==> config.mk <==
export PLATFORM = sky130hd
export DESIGN_NAME = midi_voice_alloc
export DESIGN_NICKNAME = d
export VERILOG_FILES = /design/src/rtl/midi_pkg.sv /design/src/rtl/midi_msg_detect.sv /design/src/rtl/midi_voice_alloc.sv
export SDC_FILE = /design/constraint.sdc
export NUM_CORES = 1
export LEC_CHECK = 0
export CAP_MARGIN = 20
export CORE_ASPECT_RATIO = 0.8
export CORE_MARGIN = 1.5
export CORE_UTILIZATION = 52
export DETAILED_ROUTE_END_ITERATION = 8
export GPL_ROUTABILITY_DRIVEN = 0
export PLACE_DENSITY = 0.8
export RECOVER_POWER = 50
export SLEW_MARGIN = 20
export SYNTH_ARGS = -nofsm -noshare
export SYNTH_HDL_FRONTEND = slang
export SYNTH_SLANG_ARGS = --single-unit
==> constraint.sdc <==
create_clock -name CLK -period 3.3 [get_ports CLK]
set_input_delay 0.495 -clock CLK [delete_from_list [all_inputs] [get_ports CLK]]
set_output_delay 0.495 -clock CLK [all_outputs]
set_load 0.02 [all_outputs]
==> src/rtl/midi_pkg.sv <==
// Shared MIDI message codes, controller numbers and voice-allocator types.
// Optional sustain-pedal support is enabled by defining VOICE_ALLOC_SUSTAIN_EN.
package midi_pkg;

    localparam logic [3:0] MSG_NOTE_OFF     = 4'h8;
    localparam logic [3:0] MSG_NOTE_ON      = 4'h9;
    localparam logic [3:0] MSG_CC           = 4'hB;
    localparam logic [6:0] CC_SUSTAIN       = 7'd64;
    localparam logic [6:0] CC_ALL_NOTES_OFF = 7'd123;

    // One accepted parser message, frozen for the duration of its processing.
    typedef struct packed {
        logic [3:0] msg;
        logic [6:0] note;
        logic [6:0] vel;
        logic [6:0] lsb;
        logic [6:0] msb;
    } midi_event_t;

    typedef enum logic [1:0] {
        ST_IDLE,
        ST_SCAN,
        ST_COMMIT
    } alloc_state_t;

    typedef enum logic [2:0] {
        OP_NONE,
        OP_ON,
        OP_OFF,
        OP_ALL_OFF,
        OP_SUSTAIN
    } alloc_op_t;

    // Classify an event; a NOTE ON with zero velocity is a NOTE OFF.
    function automatic alloc_op_t decode_op(input midi_event_t ev);
        alloc_op_t op;
        op = OP_NONE;
        if (ev.msg == MSG_NOTE_ON && ev.vel != 7'd0)
            op = OP_ON;
        else if (ev.msg == MSG_NOTE_ON || ev.msg == MSG_NOTE_OFF)
            op = OP_OFF;
        else if (ev.msg == MSG_CC && ev.lsb == CC_ALL_NOTES_OFF)
            op = OP_ALL_OFF;
        else if (ev.msg == MSG_CC && ev.lsb == CC_SUSTAIN)
            op = OP_SUSTAIN;
        return op;
    endfunction

endpackage

==> src/rtl/midi_msg_detect.sv <==
// Message edge detector, channel filter and event register for the voice allocator.
// A message only counts once CH_MESSAGE has been seen at zero after reset, so a
// message held across reset release is not taken as a new event.
module midi_msg_detect
    import midi_pkg::*;
#(
    parameter int CHANNEL = 0,
    parameter int OMNI    = 0
) (
    input  logic       clk,
    input  logic       rst,
    input  logic       busy,
    input  logic [3:0] ch_message,
    input  logic [3:0] chan,
    input  logic [6:0] note,
    input  logic [6:0] velocity,
    input  logic [6:0] lsb,
    input  logic [6:0] msb,
    output logic       ev_valid,
    output logic [3:0] ev_msg,
    output logic [6:0] ev_note,
    output logic [6:0] ev_vel,
    output logic [6:0] ev_lsb,
    output logic [6:0] ev_msb,
    output logic       drop
);

    logic [3:0] prev_q, prev_d;
    logic       armed_q, armed_d;
    logic       ev_valid_q, ev_valid_d;
    logic       drop_q, drop_d;
    logic [3:0] msg_q, msg_d;
    logic [6:0] note_q, note_d;
    logic [6:0] vel_q, vel_d;
    logic [6:0] lsb_q, lsb_d;
    logic [6:0] msb_q, msb_d;
    logic       hit;
    logic       blocked;

    // Detect a rising message on our channel; load it or flag it as dropped.
    always_comb begin
        // NOTE: every signal written here gets a value before any branch, so no latch is inferred.
        hit        = armed_q && (ch_message != 4'd0) && (prev_q == 4'd0)
                     && ((OMNI != 0) || (chan == 4'(CHANNEL)));
        blocked    = busy || ev_valid_q;
        prev_d     = ch_message;
        armed_d    = armed_q || (ch_message == 4'd0);
        ev_valid_d = hit && !blocked;
        drop_d     = hit && blocked;
        msg_d      = msg_q;
        note_d     = note_q;
        vel_d      = vel_q;
        lsb_d      = lsb_q;
        msb_d      = msb_q;
        if (ev_valid_d) begin
            msg_d  = ch_message;
            note_d = note;
            vel_d  = velocity;
            lsb_d  = lsb;
            msb_d  = msb;
        end
    end

    // Detector and event register state.
    always_ff @(posedge clk) begin
        // NOTE: clocked state uses non-blocking assignments so every flop samples pre-edge values.
        if (rst) begin
            prev_q     <= '0;
            armed_q    <= 1'b0;
            ev_valid_q <= 1'b0;
            drop_q     <= 1'b0;
            msg_q      <= '0;
            note_q     <= '0;
            vel_q      <= '0;
            lsb_q      <= '0;
            msb_q      <= '0;
        end else begin
            prev_q     <= prev_d;
            armed_q    <= armed_d;
            ev_valid_q <= ev_valid_d;
            drop_q     <= drop_d;
            msg_q      <= msg_d;
            note_q     <= note_d;
            vel_q      <= vel_d;
            lsb_q      <= lsb_d;
            msb_q      <= msb_d;
        end
    end

    assign ev_valid = ev_valid_q;
    assign drop     = drop_q;
    assign ev_msg   = msg_q;
    assign ev_note  = note_q;
    assign ev_vel   = vel_q;
    assign ev_lsb   = lsb_q;
    assign ev_msb   = msb_q;

endmodule

==> src/rtl/midi_voice_alloc.sv <==
// Polyphonic MIDI voice allocator: retrigger, free-voice and oldest-voice stealing.
// Define VOICE_ALLOC_SUSTAIN_EN to add sustain-pedal (CC 64) handling.
module midi_voice_alloc
    import midi_pkg::*;
#(
    parameter int VOICES  = 4,
    parameter int AGE_W   = 3,
    parameter int CHANNEL = 0,
    parameter int OMNI    = 0
) (
    input  logic                CLK,
    input  logic                RES,
    input  logic [3:0]          CH_MESSAGE,
    input  logic [3:0]          CHAN,
    input  logic [6:0]          NOTE,
    input  logic [6:0]          VELOCITY,
    input  logic [6:0]          LSB,
    input  logic [6:0]          MSB,
    output logic [7*VOICES-1:0] VOICE_NOTE,
    output logic [7*VOICES-1:0] VOICE_VEL,
    output logic [VOICES-1:0]   VOICE_GATE,
    output logic [VOICES-1:0]   VOICE_TRIG,
    output logic                BUSY,
    output logic                DROP
);

    localparam int               IDX_W    = $clog2(VOICES);
    localparam logic [IDX_W-1:0] LAST_IDX = IDX_W'(VOICES - 1);
    localparam logic [AGE_W-1:0] AGE_MAX  = '1;

    alloc_state_t     state_q, state_d;
    alloc_op_t        op_q, op_d;
    logic [IDX_W-1:0] idx_q, idx_d;
    logic             match_found_q, match_found_d;
    logic [IDX_W-1:0] match_idx_q, match_idx_d;
    logic             free_found_q, free_found_d;
    logic [IDX_W-1:0] free_idx_q, free_idx_d;
    logic [IDX_W-1:0] old_idx_q, old_idx_d;
    logic [AGE_W-1:0] old_age_q, old_age_d;
    logic [6:0]       note_q [VOICES];
    logic [6:0]       note_d [VOICES];
    logic [6:0]       vel_q  [VOICES];
    logic [6:0]       vel_d  [VOICES];
    logic [AGE_W-1:0] age_q  [VOICES];
    logic [AGE_W-1:0] age_d  [VOICES];
    logic [VOICES-1:0] gate_q, gate_d;
    logic [VOICES-1:0] trig_q, trig_d;
`ifdef VOICE_ALLOC_SUSTAIN_EN
    logic              sustain_q, sustain_d;
    logic [VOICES-1:0] held_q, held_d;
`endif

    logic             ev_valid;
    logic [3:0]       ev_msg;
    logic [6:0]       ev_note, ev_vel, ev_lsb, ev_msb;
    midi_event_t      ev;
    logic             busy;
    logic [IDX_W-1:0] alloc_sel;

    assign busy = (state_q != ST_IDLE);
    assign ev   = '{msg: ev_msg, note: ev_note, vel: ev_vel, lsb: ev_lsb, msb: ev_msb};

`ifndef VOICE_ALLOC_SUSTAIN_EN
    // The controller value only matters for the sustain pedal.
    logic unused_msb;
    assign unused_msb = ^ev.msb;
`endif

    midi_msg_detect #(
        .CHANNEL (CHANNEL),
        .OMNI    (OMNI)
    ) u_detect (
        .clk        (CLK),
        .rst        (RES),
        .busy       (busy),
        .ch_message (CH_MESSAGE),
        .chan       (CHAN),
        .note       (NOTE),
        .velocity   (VELOCITY),
        .lsb        (LSB),
        .msb        (MSB),
        .ev_valid   (ev_valid),
        .ev_msg     (ev_msg),
        .ev_note    (ev_note),
        .ev_vel     (ev_vel),
        .ev_lsb     (ev_lsb),
        .ev_msb     (ev_msb),
        .drop       (DROP)
    );

    // Allocation priority: retrigger same sounding note, else first free, else oldest.
    assign alloc_sel = match_found_q ? match_idx_q : (free_found_q ? free_idx_q : old_idx_q);

    // Next-state and voice update logic for IDLE -> SCAN -> COMMIT.
    always_comb begin
        state_d       = state_q;
        op_d          = op_q;
        idx_d         = idx_q;
        match_found_d = match_found_q;
        match_idx_d   = match_idx_q;
        free_found_d  = free_found_q;
        free_idx_d    = free_idx_q;
        old_idx_d     = old_idx_q;
        old_age_d     = old_age_q;
        note_d        = note_q;
        vel_d         = vel_q;
        age_d         = age_q;
        gate_d        = gate_q;
        trig_d        = '0;
`ifdef VOICE_ALLOC_SUSTAIN_EN
        sustain_d     = sustain_q;
        held_d        = held_q;
`endif
        case (state_q)
            ST_IDLE: begin
                if (ev_valid) begin
                    op_d          = decode_op(ev);
                    idx_d         = '0;
                    match_found_d = 1'b0;
                    free_found_d  = 1'b0;
                    case (op_d)
                        OP_ON, OP_OFF: state_d = ST_SCAN;
                        OP_ALL_OFF:    state_d = ST_COMMIT;
`ifdef VOICE_ALLOC_SUSTAIN_EN
                        OP_SUSTAIN:    state_d = ST_COMMIT;
`endif
                        default:       state_d = ST_IDLE;
                    endcase
                end
            end
            ST_SCAN: begin
                if (gate_q[idx_q] && note_q[idx_q] == ev.note && !match_found_q) begin
                    match_found_d = 1'b1;
                    match_idx_d   = idx_q;
                end
                if (!gate_q[idx_q] && !free_found_q) begin
                    free_found_d = 1'b1;
                    free_idx_d   = idx_q;
                end
                if (idx_q == '0 || age_q[idx_q] > old_age_q) begin
                    old_idx_d = idx_q;
                    old_age_d = age_q[idx_q];
                end
                if (idx_q == LAST_IDX) begin
                    idx_d   = '0;
                    state_d = ST_COMMIT;
                end else begin
                    idx_d = idx_q + 1'b1;
                end
            end
            ST_COMMIT: begin
                state_d = ST_IDLE;
                case (op_q)
                    OP_ON: begin
                        for (int i = 0; i < VOICES; i++) begin
                            if (IDX_W'(i) == alloc_sel) begin
                                note_d[i] = ev.note;
                                vel_d[i]  = ev.vel;
                                gate_d[i] = 1'b1;
                                trig_d[i] = 1'b1;
                                age_d[i]  = '0;
`ifdef VOICE_ALLOC_SUSTAIN_EN
                                held_d[i] = 1'b0;
`endif
                            end else if (age_q[i] != AGE_MAX) begin
                                age_d[i] = age_q[i] + 1'b1;
                            end
                        end
                    end
                    OP_OFF: begin
                        for (int i = 0; i < VOICES; i++) begin
                            if (gate_q[i] && note_q[i] == ev.note) begin
`ifdef VOICE_ALLOC_SUSTAIN_EN
                                if (sustain_q)
                                    held_d[i] = 1'b1;
                                else
                                    gate_d[i] = 1'b0;
`else
                                gate_d[i] = 1'b0;
`endif
                            end
                        end
                    end
                    OP_ALL_OFF: begin
                        gate_d = '0;
`ifdef VOICE_ALLOC_SUSTAIN_EN
                        held_d = '0;
`endif
                    end
`ifdef VOICE_ALLOC_SUSTAIN_EN
                    OP_SUSTAIN: begin
                        sustain_d = (ev.msb >= 7'd64);
                        if (sustain_q && !sustain_d) begin
                            gate_d = gate_q & ~held_q;
                            held_d = '0;
                        end
                    end
`endif
                    default: ;
                endcase
            end
            default: state_d = ST_IDLE;
        endcase
    end

    // FSM, scan bookkeeping and voice registers.
    always_ff @(posedge CLK) begin
        if (RES) begin
            state_q       <= ST_IDLE;
            op_q          <= OP_NONE;
            idx_q         <= '0;
            match_found_q <= 1'b0;
            match_idx_q   <= '0;
            free_found_q  <= 1'b0;
            free_idx_q    <= '0;
            old_idx_q     <= '0;
            old_age_q     <= '0;
            gate_q        <= '0;
            trig_q        <= '0;
            // NOTE: per-voice note/velocity storage drives outputs directly, so it is reset too.
            for (int i = 0; i < VOICES; i++) begin
                note_q[i] <= '0;
                vel_q[i]  <= '0;
                age_q[i]  <= '0;
            end
`ifdef VOICE_ALLOC_SUSTAIN_EN
            sustain_q     <= 1'b0;
            held_q        <= '0;
`endif
        end else begin
            state_q       <= state_d;
            op_q          <= op_d;
            idx_q         <= idx_d;
            match_found_q <= match_found_d;
            match_idx_q   <= match_idx_d;
            free_found_q  <= free_found_d;
            free_idx_q    <= free_idx_d;
            old_idx_q     <= old_idx_d;
            old_age_q     <= old_age_d;
            gate_q        <= gate_d;
            trig_q        <= trig_d;
            note_q        <= note_d;
            vel_q         <= vel_d;
            age_q         <= age_d;
`ifdef VOICE_ALLOC_SUSTAIN_EN
            sustain_q     <= sustain_d;
            held_q        <= held_d;
`endif
        end
    end

    for (genvar g = 0; g < VOICES; g++) begin : g_pack
        assign VOICE_NOTE[7*g +: 7] = note_q[g];
        assign VOICE_VEL[7*g +: 7]  = vel_q[g];
    end

    assign VOICE_GATE = gate_q;
    assign VOICE_TRIG = trig_q;
    assign BUSY       = busy;

endmodule

==> metrics.cfg, run 1 <==
[run_status]
status = finished with violations
violations = capacitance limit, slew limit

[routing]
wl_um = 15100
ant_nets = 0
wire_per_inst_um = 17.3
drt_iter0_drc = 473
drcViolationCount = 0
num_vias = 5042
vias_per_cell = 5.77
drt-pass1-iter-count = 5

[logic_synthesis]
yosys_warnings = 0
syn_nets = 685
ys.flop_type = dfxtp_1
syn_inst = 634
async_reset_ff_frac = 0
synth_seq_cells = 126
avgSynthCellArea_um2 = 8.64
syn-cell-area_um2 = 5480
ys_seq_area_frac = 0.460
ys_types = 41
synth_edf_count = 0

[timing]
finClkSkew_ps = 8.79
setup_violations = 0
hold_violations = 0
period_needed_ps = 2800
rsz0062_at_grt = false
worst_slack_ps = 497
hold_ws_ps = 449
worst_pin_slew_ps = 1520
slew_headroom = -0.0157
finalCritPeriodShare = 0.849
max_freq_mhz = 357
final_max_slew_viol_count = 74
tns_ps = 0

[placed_design]
io_buffers = 96
dp_slack_ps = 557
placed_cells = 842
hpwl_um = 9990

[floorplanning]
fp.dieH_um = 94.8
dieWidth_um = 118
num_rows = 33
core_area_um2 = 10200
ios = 104
start_util = 0.535
dieArea_um2 = 11200

[layout]
syn_to_final_growth_pct = 30.4
layout-drive-gt1-share = 0.0708
diodes = 0
layout.cells.non_filler = 874
nets = 772

[global_route]
grtUsageMet2 = 0.457
grt_pass1_wl_um = 24300
met1_usage = 0.348
grt_busiest_layer = met2
grt.total_usage = 0.277
grt_pass1_vias = 4903
grt.overflow.total = 0
antenna_found_initial = 0
use_met3 = 0.0640
grt_max_degree = 75

[cts]
cts_tree = done
cts_resized = 0
cts_buffer_depth = 2
cts_sinks = 126
post_cts_buffers = 0
clkTransAtPathRegs_ps = 60
clockRootBuffer = clkbuf_16
hold_buffers = 0
tritoncts.num_buffers = 17
htree_levels = 4
clk_latency_ps = 420

[worst_setup_path]
crit_arrival_ps = 3050
critPathLaunchType = register
path_max_fanout = 8
cp-end-kind = register
reg2reg_depth = 9
required_ps = 3550
worstSetupPathType = reg -> reg

[pwr]
power_density_nw_per_um2 = 487
peakVddDrop_uv = 312
leakage_nw = 2.74

[worst_hold_path]
min_path_cells = 2
hold_path_class = reg -> reg

[run]
drv_cap = 1

-- per-layer routing --
| metal | up-vias | wire [um] |
|---|---|---|
| met5 | - | 0 |
| met4 | 0 | 308 |
| met3 | 33 | 1520 |
| met2 | 267 | 7020 |
| met1 | 2395 | 6270 |
| li1 | 2347 | - |
-- area by class of cell --
type | count | area [um^2]
multi-input cells | 460 | 2770
clock inverters | 13 | 154
well taps | 140 | 175
repair buffers | 106 | 1040
clock buffers | 19 | 443
inverters | 10 | 37.5
flip-flops and latches | 126 | 2520
fillers | 810 | 3100
-- worst max-delay path: stages (launching register included) --
cell	delay, ps
dfxtp_1	530
mux4_2	590
ha_1	300
nor2b_1	130
o21ai_0	140
a32oi_1	80
o21ai_1	390
buf_4	220
mux2i_1	190
nor2_1	50
-- flip-flops by register name, summed over array words and instances (netlist names) --
name               flops
VOICE_NOTE            28
VOICE_VEL             28
age_q                 12
u_detect.ev_lsb        7
u_detect.ev_note       7
u_detect.ev_vel        7
VOICE_GATE             4
VOICE_TRIG             4
u_detect.ev_msg        4
u_detect.prev_q        4
old_age_q              3
op_q                   3
free_idx_q             2
idx_q                  2
match_idx_q            2
old_idx_q              2
state_q                2
free_found_q           1
match_found_q          1
u_detect.armed_q       1
u_detect.drop          1
u_detect.ev_valid      1
-- cell families (layout without fill, tap and decap cells) --
| family | count (synthesis) | count (layout) | synth area share |
|---|---|---|---|
| AND/OR/NAND/NOR | 247 | 247 | 0.196 |
| flip-flops | 126 | 126 | 0.460 |
| AO/OA/AOI/OAI | 117 | 117 | 0.121 |
| multiplexers | 51 | 51 | 0.107 |
| buffers and inverters | 48 | 148 | 0.0352 |
| XOR/XNOR | 32 | 32 | 0.0511 |
| adder cells (fa/ha/maj) | 13 | 13 | 0.0297 |
-- power by group --
| part | switching (mW) | total (mW) | leakage, nW | internal, mW |
|---|---|---|---|---|
| Clock | 0.735 | 1.88 | 0.291 | 1.15 |
| Combinational | 0.0335 | 0.0702 | 1.43 | 0.0367 |
| Sequential | 0.00141 | 1.53 | 1.02 | 1.52 |
-- cell usage after synthesis (3+ instances only) --
| cell type | count | area (um^2) |
|---|---|---|
| nand2_1 | 127 | 477 |
| dfxtp_1 | 126 | 2520 |
| a21oi_1 | 69 | 345 |
| nor2_1 | 63 | 236 |
| mux2i_1 | 45 | 450 |
| clkbuf_1 | 26 | 97.6 |
| xnor2_1 | 22 | 193 |
| o21ai_0 | 16 | 80.1 |
| ha_1 | 13 | 163 |
| nor3_1 | 13 | 65.1 |
| nor2b_1 | 12 | 75.1 |
| a22oi_1 | 10 | 75.1 |
| inv_1 | 10 | 37.5 |
| xor2_1 | 10 | 87.6 |
| nand3_1 | 8 | 40.0 |
| nor4_1 | 8 | 50.1 |
| buf_2 | 7 | 35.0 |
| mux4_2 | 6 | 135 |
| a31oi_1 | 5 | 31.3 |
| nand4_1 | 5 | 31.3 |
| a21o_1 | 4 | 30.0 |
| buf_1 | 4 | 15.0 |
| o21ai_1 | 3 | 15.0 |
-- cells in the final DEF, fill, tap and decap left out, drive strengths merged, types with 13 or more instances in the layout --
cell type / count
ha: 13
nand2: 127
dlygate4sd3: 66
xnor2: 22
nor2: 63
dfxtp: 126
clkdlybuf4s50: 29
inv: 15
clkbuf: 21
mux2i: 45
o21ai: 19
a21oi: 69
nor3: 14
-- path summary, 6_finish.rpt --
check                     start             to  slack, ps
setup / recovery       idx_q[0]   old_age_q[2]        500
hold / removal    VOICE_VEL[16]  VOICE_VEL[16]        450
setup reg to reg       idx_q[0]   old_age_q[2]        500
hold reg to reg   VOICE_VEL[16]  VOICE_VEL[16]        450
-- stage by stage --
stage | util | instance area, um^2 | total power [mW]
floorplan | - | 5480 | 1.58
global placement | 0.640 | 6550 | 1.63
detailed placement | 0.640 | 6550 | 1.63
CTS | 0.698 | 7150 | 3.49
global route | 0.698 | 7140 | 3.55
finish | 0.698 | 7140 | 3.48
(Power assumes the default switching activity.)
==> run 2: changes to the inputs <==
==> constraint.sdc (replaced) <==
create_clock -name CLK -period 2.8 [get_ports CLK]
set_input_delay 0.42 -clock CLK [delete_from_list [all_inputs] [get_ports CLK]]
set_output_delay 0.42 -clock CLK [all_outputs]
set_load 0.02 [all_outputs]
==> run 2 against run 1 <==
Net effect: the flow now finishes without violations; maximum frequency is 15% higher; flip-flop and latch count is the same; cell count rose by 0.46%; total power grew 23%; clock power up 28%; critical path depth fell by 1; first-iteration DRC count shrank 17%; via count is 0.46% higher; sequential share of layout area decreased by 0.39 points; clock-buffer cell count increased by 2; worst hold slack gained 2.5 ps; global-route usage up 0.21 points; critical path type unchanged; critical endpoint is now match_idx_q[0].
==> metrics.cfg, run 2 (same netlist as run 1, synthesis figures left out) <==
[pwr]
combPwrFrac = 0.019
seqPwrFrac = 0.419
peakVddDrop_uv = 546
power_density_nw_per_um2 = 594
pwr-share-clk = 0.562
p_sw_uw = 833
leakage_nw = 2.77
p_int_mw = 3.46
switching_share = 0.194

[cts]
cts_resized = 0
tritoncts.num_buffers = 17
hold_buffers = 0
clkTransAtPathRegs_ps = 60
post_cts_buffers = 0
cts_tree = done
clk_latency_ps = 420
clockRootBuffer = clkbuf_16
cts_buffer_depth = 2
cts_sinks = 126
htree_levels = 4

[global_route]
grt_pass1_wl_um = 24300
grt_max_degree = 64
grt.total_usage = 0.279
grt_pass1_vias = 4862
grt.overflow.total = 0
antenna_found_initial = 0

[timing]
tns_ps = 0
rsz0062_at_grt = false
worst_slack_ps = 365
finalCritPeriodShare = 0.869
finClkSkew_ps = 6.71
max_freq_mhz = 411
hold_violations = 0
final_max_slew_viol_count = 0
period_needed_ps = 2430
worst_pin_slew_ps = 1250
slew_headroom = 0.169
setup_violations = 0

[worst_setup_path]
crit_arrival_ps = 2690
worstSetupPathType = reg -> reg
path_max_fanout = 11
critPathLaunchType = register
cp-end-kind = register
required_ps = 3050

[routing]
num_vias = 5065
drcViolationCount = 0
vias_per_cell = 5.77
wl_um = 15200
ant_nets = 0
drt_iter0_drc = 393
wire_per_inst_um = 17.3
drt-pass1-iter-count = 5

[floorplanning]
fp.dieH_um = 94.8
dieWidth_um = 118
core_area_um2 = 10200
dieArea_um2 = 11200
ios = 104
num_rows = 33
start_util = 0.535

[layout]
final_cell_mix = 127 x nand2_1, 126 x dfxtp_1, 69 x a21oi_1, 66 x dlygate4sd3_1, 63 x nor2_1
final_common_cell = nand2_1
syn_to_final_growth_pct = 31.8
diodes = 0
fin_util = 0.705
final_cell_area_um2 = 7220
nets = 777
layout-drive-gt1-share = 0.0732

[placed_design]
post_dp_cell_area_um2 = 6610
dp_slack_ps = 388
hpwl_um = 10300
io_buffers = 96

[worst_hold_path]
hold_path_class = reg -> reg

[run]
drv_cap = 0

[run_status]
status = completed

-- run 2: cell types whose count changed in the layout (fill, tap and decap cells not counted), moves of 2 or more --
cell / delta
clkinvlp_4: +2
buf_4: +5
inv_6: -4
clkbuf_1: +2
clkinv_4: -3
bufinv_16: +3
-- run 2: final cells by class --
cell class	count	area, um^2
clock buffer	21	460
clock inverter	10	186
fill	778	3020
inverter	10	37.5
multi-input combinational	460	2760
sequential	126	2520
tap	140	175
timing repair buffer	111	1080
-- run 2: worst max-delay path, cell delays in order (launching register included) --
cell and delay, ps:
dfxtp_1 340, buf_4 210, buf_4 240, mux4_2 530
xor2_1 160, a31oi_1 170, and4bb_2 320, mux2i_1 220
nor2_1 70
-- run 2: power groups by stage --
stage          logic, mW  clock network, mW  registers [mW]
2_1_floorplan     0.0308                  0            1.84
3_3_place_gp      0.0820                  0            1.84
3_5_place_dp      0.0841                  0            1.84
4_1_cts           0.0849               2.42            1.80
5_1_grt           0.0866               2.51            1.80
6_report          0.0812               2.41            1.80
-- run 2: final timing paths --
path | start | to | slack [ps] | cells after the start
max | idx_q[0] | match_idx_q[0] | 370 | 8
min | VOICE_VEL[16] | VOICE_VEL[16] | 450 | 2
max reg2reg | idx_q[0] | match_idx_q[0] | 370 | 8
min reg2reg | VOICE_VEL[16] | VOICE_VEL[16] | 450 | 2
-- run 2: layer usage --
metal | global-route usage | part of all wire | up-vias
li1 | - | - | 2359
met1 | 0.346 | 0.41 | 2392
met2 | 0.461 | 0.47 | 268
met3 | 0.0870 | 0.097 | 46
met4 | 0.106 | 0.024 | 0
met5 | 0 | 0 | -
-- run 2: stage by stage --
stage / cells / hold WS (ps) / power [mW]
3_3_place_gp: 847 / 443 / 1.92
5_1_grt: 878 / 472 / 4.40
4_1_cts: 878 / 347 / 4.30
6_report: 878 / 452 / 4.29
3_5_place_dp: 847 / 450 / 1.92
2_1_floorplan: 634 / 441 / 1.87
==> run 3: changes to the inputs <==
--- a/config.mk
+++ b/config.mk
@@ -13,6 +13,7 @@
 export GPL_ROUTABILITY_DRIVEN = 0
 export PLACE_DENSITY = 0.8
 export RECOVER_POWER = 50
+export REMOVE_ABC_BUFFERS = 1
 export SLEW_MARGIN = 20
 export SYNTH_ARGS = -nofsm -noshare
 export SYNTH_HDL_FRONTEND = slang
==> run 3 against run 2 <==
Net effect: critical path depth unchanged; clock power decreased by 9.1%; largest power group unchanged; utilization decreased by 0.55 points; wire length decreased by 0.67%; cell area decreased by 0.78%; critical path type is now in -> reg.
==> metrics.cfg, run 3 (same netlist as run 1, synthesis figures left out) <==
[cts]
clockRootBuffer = clkbuf_16
cts_sinks = 126
htree_levels = 4
post_cts_buffers = 0
hold_buffers = 0
cts_buffer_depth = 2
clk_latency_ps = 410
cts_resized = 0
clkTransAtPathRegs_ps = 50
tritoncts.num_buffers = 17
cts_tree = done

[floorplanning]
num_rows = 33
fp.dieH_um = 94.8
ios = 104
start_util = 0.535
dieArea_um2 = 11200
core_area_um2 = 10200
dieWidth_um = 118

[layout]
layout-drive-gt1-share = 0.0743
filler_cell_count = 833
nets = 778
diodes = 0
final_cell_mix = 127 x nand2_1, 126 x dfxtp_1, 69 x a21oi_1, 66 x dlygate4sd3_1, 63 x nor2_1
syn_to_final_growth_pct = 30.8
final_common_cell = nand2_1

[pwr]
leakage_nw = 2.76
peakVddDrop_uv = 397
power_density_nw_per_um2 = 568

[timing]
worst_pin_slew_ps = 1330
hold_ws_ps = 454
finClkSkew_ps = 6.15
period_needed_ps = 2600
setup_violations = 0
rsz0062_at_grt = false
slew_headroom = 0.113
worst_slack_ps = 199
final_max_slew_viol_count = 0
finalCritPeriodShare = 0.929
hold_violations = 0
max_freq_mhz = 384
tns_ps = 0

[placed_design]
io_buffers = 96
dp_slack_ps = 329
hpwl_um = 10100

[global_route]
grt_pass1_vias = 4926
grt_max_degree = 69
grt.total_usage = 0.279
grt_pass1_wl_um = 24600
grt.overflow.total = 0
antenna_found_initial = 0

[routing]
wire_per_inst_um = 17.1
drcViolationCount = 0
ant_nets = 0
wl_um = 15100
vias_per_cell = 5.61
drt_iter0_drc = 379
drt-pass1-iter-count = 5
num_vias = 4938

[worst_setup_path]
reg2reg_to = old_age_q[2]
cp-end-kind = register
worstSetupEndpoint = u_detect.ev_note[0]
worstSetupPathType = in -> reg
required_ps = 3050
slowest_delay_ps = 720
rrSetupSlack_ps = 220
cp_common_cell = nor4_1
slowest_stage = clkbuf_2
r2r-start = idx_q[0]
critPathLaunchType = input port
crit_start = CH_MESSAGE[0]
path_max_fanout = 25
critical_path.cell_chain = dlygate4sd3_1, nor4_1, nor4_1, nand4b_1, nor3_4, clkbuf_2, mux2i_1, nor2_1
crit_arrival_ps = 2850
reg2reg_depth = 9

[worst_hold_path]
min_path_cells = 2
hold_path_class = reg -> reg

[run_status]
status = completed

[run]
drv_cap = 0

==> run 3: power breakdown <==
part | internal [mW] | switching [mW]
clock network | 1.41 | 0.782
logic | 0.0441 | 0.0392
registers | 1.80 | 0.00173
==> run 3: worst min path at each step <==
stage / end / from
after floorplan: u_detect.armed_q / u_detect.armed_q
after global placement: VOICE_VEL[10] / VOICE_VEL[10]
after detailed placement: VOICE_VEL[17] / VOICE_VEL[17]
after CTS: VOICE_VEL[17] / VOICE_VEL[17]
after global routing: VOICE_VEL[11] / VOICE_VEL[11]
final: VOICE_VEL[17] / VOICE_VEL[17]
==> run 3: per-layer routing <==
| layer | up-vias | track usage | part of all wire |
|---|---|---|---|
| li1 | 2348 | - | - |
| met1 | 2400 | 0.338 | 0.43 |
| met2 | 164 | 0.481 | 0.48 |
| met3 | 26 | 0.0833 | 0.068 |
| met4 | 0 | 0.0925 | 0.020 |
| met5 | - | 0 | 0 |
==> run 3: worst max-delay path: cells and delay by family <==
kind | cells | cell delay (ps)
AND/OR/NAND/NOR | 5 | 840
multiplexers | 1 | 270
buffers and inverters | 2 | 1310
==> run 3: per-stage QoR <==
step                 util  cells  cell area, um^2  power (mW)
global placement    0.646    848             6620        1.92
global route        0.700    880             7170        4.17
floorplan               -    596             5330        1.84
detailed placement  0.646    848             6620        1.92
finish              0.700    880             7170        4.07
CTS                 0.704    880             7200        4.08
==> run 3: cell type report <==
class                   count  area (um^2)  share of cell area
clock buffers              19          443              0.0618
multi-input cells         460         2770               0.386
clock inverters            13          146              0.0204
flip-flops and latches    126         2520               0.352
repair buffers            112         1080               0.150
well taps                 140          175              0.0244
inverters                  10         37.5             0.00524
==> edit 1 (config.mk and constraints of run 1) <==
The parameter `AGE_W` goes from 3 to 4.
--- a/src/rtl/midi_voice_alloc.sv
+++ b/src/rtl/midi_voice_alloc.sv
@@ -6,3 +6,3 @@
     parameter int VOICES  = 4,
-    parameter int AGE_W   = 3,
+    parameter int AGE_W   = 4,
     parameter int CHANNEL = 0,
Behaviour: no difference found for any inputs over 10 cycles, from zero or initial values; that may be too few to reach the edited logic, so the function may still have changed.
==> edit 1 against run 1 <==
The flow still finishes with violations (max-capacitance violations, max-slew violations); total power down 1.7%; routed wire length up 1.7%; hold slack about the same; cell area up 3.7%; synthesized cell count up 4.3%; sequential cell count up 5; worst setup slack better by 120 ps; area after synthesis up 6.1%.
==> edit 1: results (changes against run 1) <==
| Metric | Value |
|---|---|
| Initial detailed-routing violation count | `363 (-23%)` |
| Overall routing resource usage | `0.271 (-0.00557)` |
| Crit path largest cell delay | `550 ps (-40 ps)` |
| Kind of cell adding the most delay to the critical path | `multiplexers` |
| # nets final | `795 (+3.0%)` |
| Seq/Total Area, Yosys | `0.451 (-0.00923)` |
| Met2 Resource Use GR | `0.426 (-0.0314)` |
| Place WS | `714 ps (+157 ps)` |
| WHS | `450 ps (+0.486 ps)` |
| Max Slew Vio Count | `59 (-20%)` |
| Final setup skew | `9.41 ps (+0.621 ps)` |
| Vias in the first global route | `4966 (+1.3%)` |
| HP Class | `reg -> reg` |
| Final wirelength | `15400 microns (+1.7%)` |
| CTS clk-pin slew, worst paths | `60 ps (about the same)` |
| Syn. warnings | `0 (unchanged)` |
| FF-to-FF End | `old_age_q[3]` |
| Fill count | `852 (+5.2%)` |
| CP max stage cell | `mux4_2` |
| Met1 global-route usage | `0.345 (-0.00312)` |
| WHS Endpoint | `VOICE_VEL[3]` |
| Max Cap Viol | `1 (unchanged)` |
| Crit path DAT | `2880 ps (-170 ps)` |
| Peak supply drop | `0.406 mV (+30%)` |
| Area contributors post-synth | `dfxtp_1 45%, nand2_1 8.5%, mux2i_1 7.6%` |
| R2r setup slk | `610 ps (+120 ps)` |
| Failing checks | `max-capacitance violations, max-slew violations` |
| Share of async-settable or async-resettable flops after synthesis | `0 (unchanged)` |
| Hpwl dp | `10500 microns (+5.4%)` |
| Leakage power | `2.80 nW (+2.5%)` |
| R2R Path Start | `idx_q[0]` |
| Mean Syn Cell Area | `8.80 sq um (+1.8%)` |
| # resized after CTS | `0 (unchanged)` |
| Rel. slew slack | `-0.743 (-0.727)` |
| Max H-tree Level | `4 (unchanged)` |
| Number of library cell types mapped by synthesis | `42 (+2.4%)` |
| Hold Crit Start | `VOICE_VEL[3]` |
| TritonCTS buffer count | `17 (unchanged)` |
| CTS max path bufs | `2 (unchanged)` |
| Status | `finished with violations` |
| Largest net degree at the start of global routing | `74 (-1.3%)` |
| GR Layer Usage met3 | `0.0857 (+0.0217)` |
| Critical path peak fanout | `9 (+1)` |
| WHS Path Cells | `2 (unchanged)` |
| DP Area | `0.00686 sq mm (+4.7%)` |
| Layout cells sized above 1 | `0.0777 (+0.00689)` |
| Placed cell count | `872 (+3.6%)` |
| Antenna violations before repair | `0 (unchanged)` |
| Global-route wire length before repair | `25000 microns (+2.6%)` |
| Worst Reg-to-Reg Cells | `10 (+1)` |
| Commonest cells in the netlist | `132 x nand2_1, 131 x dfxtp_1, 72 x a21oi_1` |
| Number of non-filler instances in the completed layout | `903 (+3.3%)` |
| Worst-Skew Late Latency | `420 ps (about the same)` |
| # port buffers | `96 (unchanged)` |
| Synth Net Count | `709 (+3.5%)` |
| Via-per-instance ratio | `5.72 (-0.81%)` |
-- edit 1: cell types whose count changed after synthesis, moves of 6 or more --
cell and delta:
a22oi_1 -8, buf_2 +7, clkbuf_1 -6, nor3_1 +11, o21ai_0 -9, xor2_1 +11
-- edit 1: kinds of logic (layout without fill, tap and decap cells) --
kind of cell | after synthesis | after routing | share of synthesized area
fa+ha+maj | 10 | 10 | 0.0215
xor+xnor | 43 | 43 | 0.0648
buf+inv | 47 | 145 | 0.0366
mux | 51 | 51 | 0.104
flops | 131 | 131 | 0.451
simple gates | 271 | 271 | 0.212
compound gates | 108 | 108 | 0.110
-- edit 1: where the power goes --
group / internal [mW] / switching, mW / leakage, nW
Combinational: 0.0370 / 0.0344 / 1.49
Clock: 1.05 / 0.713 / 0.258
Sequential: 1.59 / 0.00134 / 1.06
Total: 2.67 / 0.749 / 2.80
-- edit 1: how the worst max path moves through the flow --
| stage | cells past startpoint | to | startpoint | slack (ps) |
|---|---|---|---|---|
| after floorplan | 10 | old_age_q[0] | idx_q[0] | 530 |
| after detailed placement | 7 | u_detect.ev_lsb[6] | CHAN[1] | 710 |
| final | 10 | old_age_q[3] | idx_q[0] | 610 |
| after global routing | 10 | old_idx_q[1] | idx_q[0] | 410 |
| after CTS | 10 | old_age_q[3] | idx_q[0] | 670 |
| after global placement | 10 | old_age_q[3] | idx_q[0] | 810 |
-- edit 1: stage by stage --
stage                     power, mW   util
after floorplan                1.65      -
final                          3.42  0.680
after CTS                      3.43  0.680
after global routing           3.52  0.680
after global placement         1.69  0.630
after detailed placement       1.69  0.630
-- edit 1: metal layers --
| layer | vias up | part of all wire |
|---|---|---|
| met3 | 42 | 0.091 |
| met5 | - | 0 |
| li1 | 2443 | - |
| met4 | 0 | 0.025 |
| met1 | 2457 | 0.42 |
| met2 | 225 | 0.47 |
-- edit 1: tightest hold or removal path, cell delays in order, from the launching register on --
cell and delay (ps):
dfxtp_1 300, nand2_1 50, a21oi_1 50
-- edit 1: area by class of cell --
type | count | area (sq um) | area share
clock inverter | 12 | 109 | 0.0147
timing repair buffer | 106 | 1040 | 0.141
tap | 144 | 180 | 0.0243
multi-input combinational | 483 | 2980 | 0.402
clock buffer | 19 | 443 | 0.0598
sequential | 131 | 2620 | 0.354
inverter | 8 | 30.0 | 0.00405
==> edit 2 (flow settings as in run 1) <==
Made on the original files. Reset style: asynchronous (`rst`), changed in one clocked block.
--- a/src/rtl/midi_msg_detect.sv
+++ b/src/rtl/midi_msg_detect.sv
@@ -64,3 +64,3 @@
     // Detector and event register state.
-    always_ff @(posedge clk) begin
+    always_ff @(posedge clk or posedge rst) begin
         // NOTE: clocked state uses non-blocking assignments so every flop samples pre-edge values.
Check against the original RTL: not equivalent (a bounded check fails within 10 cycles, from zero or initial values; the reset may be asserted at any time).
==> edit 2 against run 1 <==
Critical path depth shrank 4; area after synthesis grew 1.9%; routed wire length shrank 7.5%; worst setup slack gained 59 ps; cell area grew 0.79%; clock skew shrank 1.0 ps; sequential cell count is the same; via count shrank 12%; largest cell class unchanged; highest routed layer unchanged.
Power is not compared: it rests on default switching activity, and its combinational part moved more than twofold at a synthesized area within 25%.
==> edit 2: results (changes against run 1) <==
| Metric | Value |
|---|---|
| Status | `completed` |
| Seq area share | `0.373 (+0.0195)` |
| Met1 WL | `6050 microns (-3.5%)` |
| R2r setup slk | `560 ps (+60 ps)` |
| CP max stage cell | `clkbuf_1` |
| Vias in the first global route | `4433 (-9.6%)` |
| Layout cells sized above 1 | `0.119 (+0.0480)` |
| Crit path DAT | `3000 ps (-50 ps)` |
| FF-to-FF End | `free_idx_q[0]` |
| Invs w/o clock | `11 (+1)` |
| Final wirelength | `14000 microns (-7.5%)` |
| Hpwl dp | `9630 microns (-3.6%)` |
| NonClk Buf Share | `0.140 (-0.00531)` |
| Worst Setup EP | `free_idx_q[0]` |
| Fill count | `776 (-4.2%)` |
| Crit share post-route | `0.831 (-0.0179)` |
| DP Area | `0.00663 sq mm (+1.1%)` |
| CTS clk-pin slew, worst paths | `~50 ps` |
| Met3 wire length | `868 microns (-43%)` |
| Worst Reg-to-Reg Cells | `5 (-4)` |
| Comb_multi_in | `374 (-19%)` |
| Overall routing resource usage | `0.261 (-0.0163)` |
| Final-layout clock-cell area share | `0.0831 (-0.000480)` |
| Signal buffers | `105 (-0.94%)` |
| Global-route wire length before repair | `22600 microns (-7.1%)` |
| Commonest cells in the netlist | `94 x dfxtp_1, 76 x nor2_1, 55 x mux2i_1` |
| Final setup skew | `7.77 ps (-1.02 ps)` |
| Area contributors post-synth | `dfxtp_1 34%, dfrtp_1 14%, mux2i_1 9.9%` |
| Seq/Total Area, Yosys | `0.480 (+0.0200)` |
| HP Class | `in -> async` |
| Met1 global-route usage | `0.320 (-0.0282)` |
| Place WS | `657 ps (+100 ps)` |
| Routed met2 length | `6870 microns (-2.2%)` |
| Number of library cell types mapped by synthesis | `51 (+24%)` |
| # nets final | `686 (-11%)` |
| Critical path peak fanout | `12 (+4)` |
| Met2 Resource Use GR | `0.463 (+0.00558)` |
| Crit path largest cell delay | `640 ps (+50 ps)` |
| Synth Net Count | `592 (-14%)` |
| Rel. slew slack | `0.0373 (+0.0530)` |
| Initial detailed-routing violation count | `261 (-45%)` |
-- edit 2: cell types whose count changed after synthesis, moves of 10 or more --
cell,delta
a21oi_1,-46
clkbuf_1,-12
dfrtp_1,+32
dfxtp_1,-32
mux2_2,+25
mux2i_1,+10
nand2_1,-75
nor2_1,+13
-- edit 2: kinds of logic (layout without fill, tap and decap cells) --
kind of cell / Yosys count / in the layout / synth area share
muxes: 90 / 90 / 0.189
AOI/OAI and AO/OA: 58 / 58 / 0.0627
adders and majority gates: 13 / 13 / 0.0291
buffers and inverters: 41 / 148 / 0.0367
xor gates and xnor gates: 33 / 33 / 0.0517
DFF: 126 / 126 / 0.480
and+or+nand+nor: 180 / 180 / 0.150
-- edit 2: metrics by stage --
stage	utilization	instances	hold slack, ps
global route	0.695	788	134
global placement	0.639	756	449
detailed placement	0.639	756	457
CTS	0.697	788	123
finish	0.695	788	144
floorplan	-	541	436
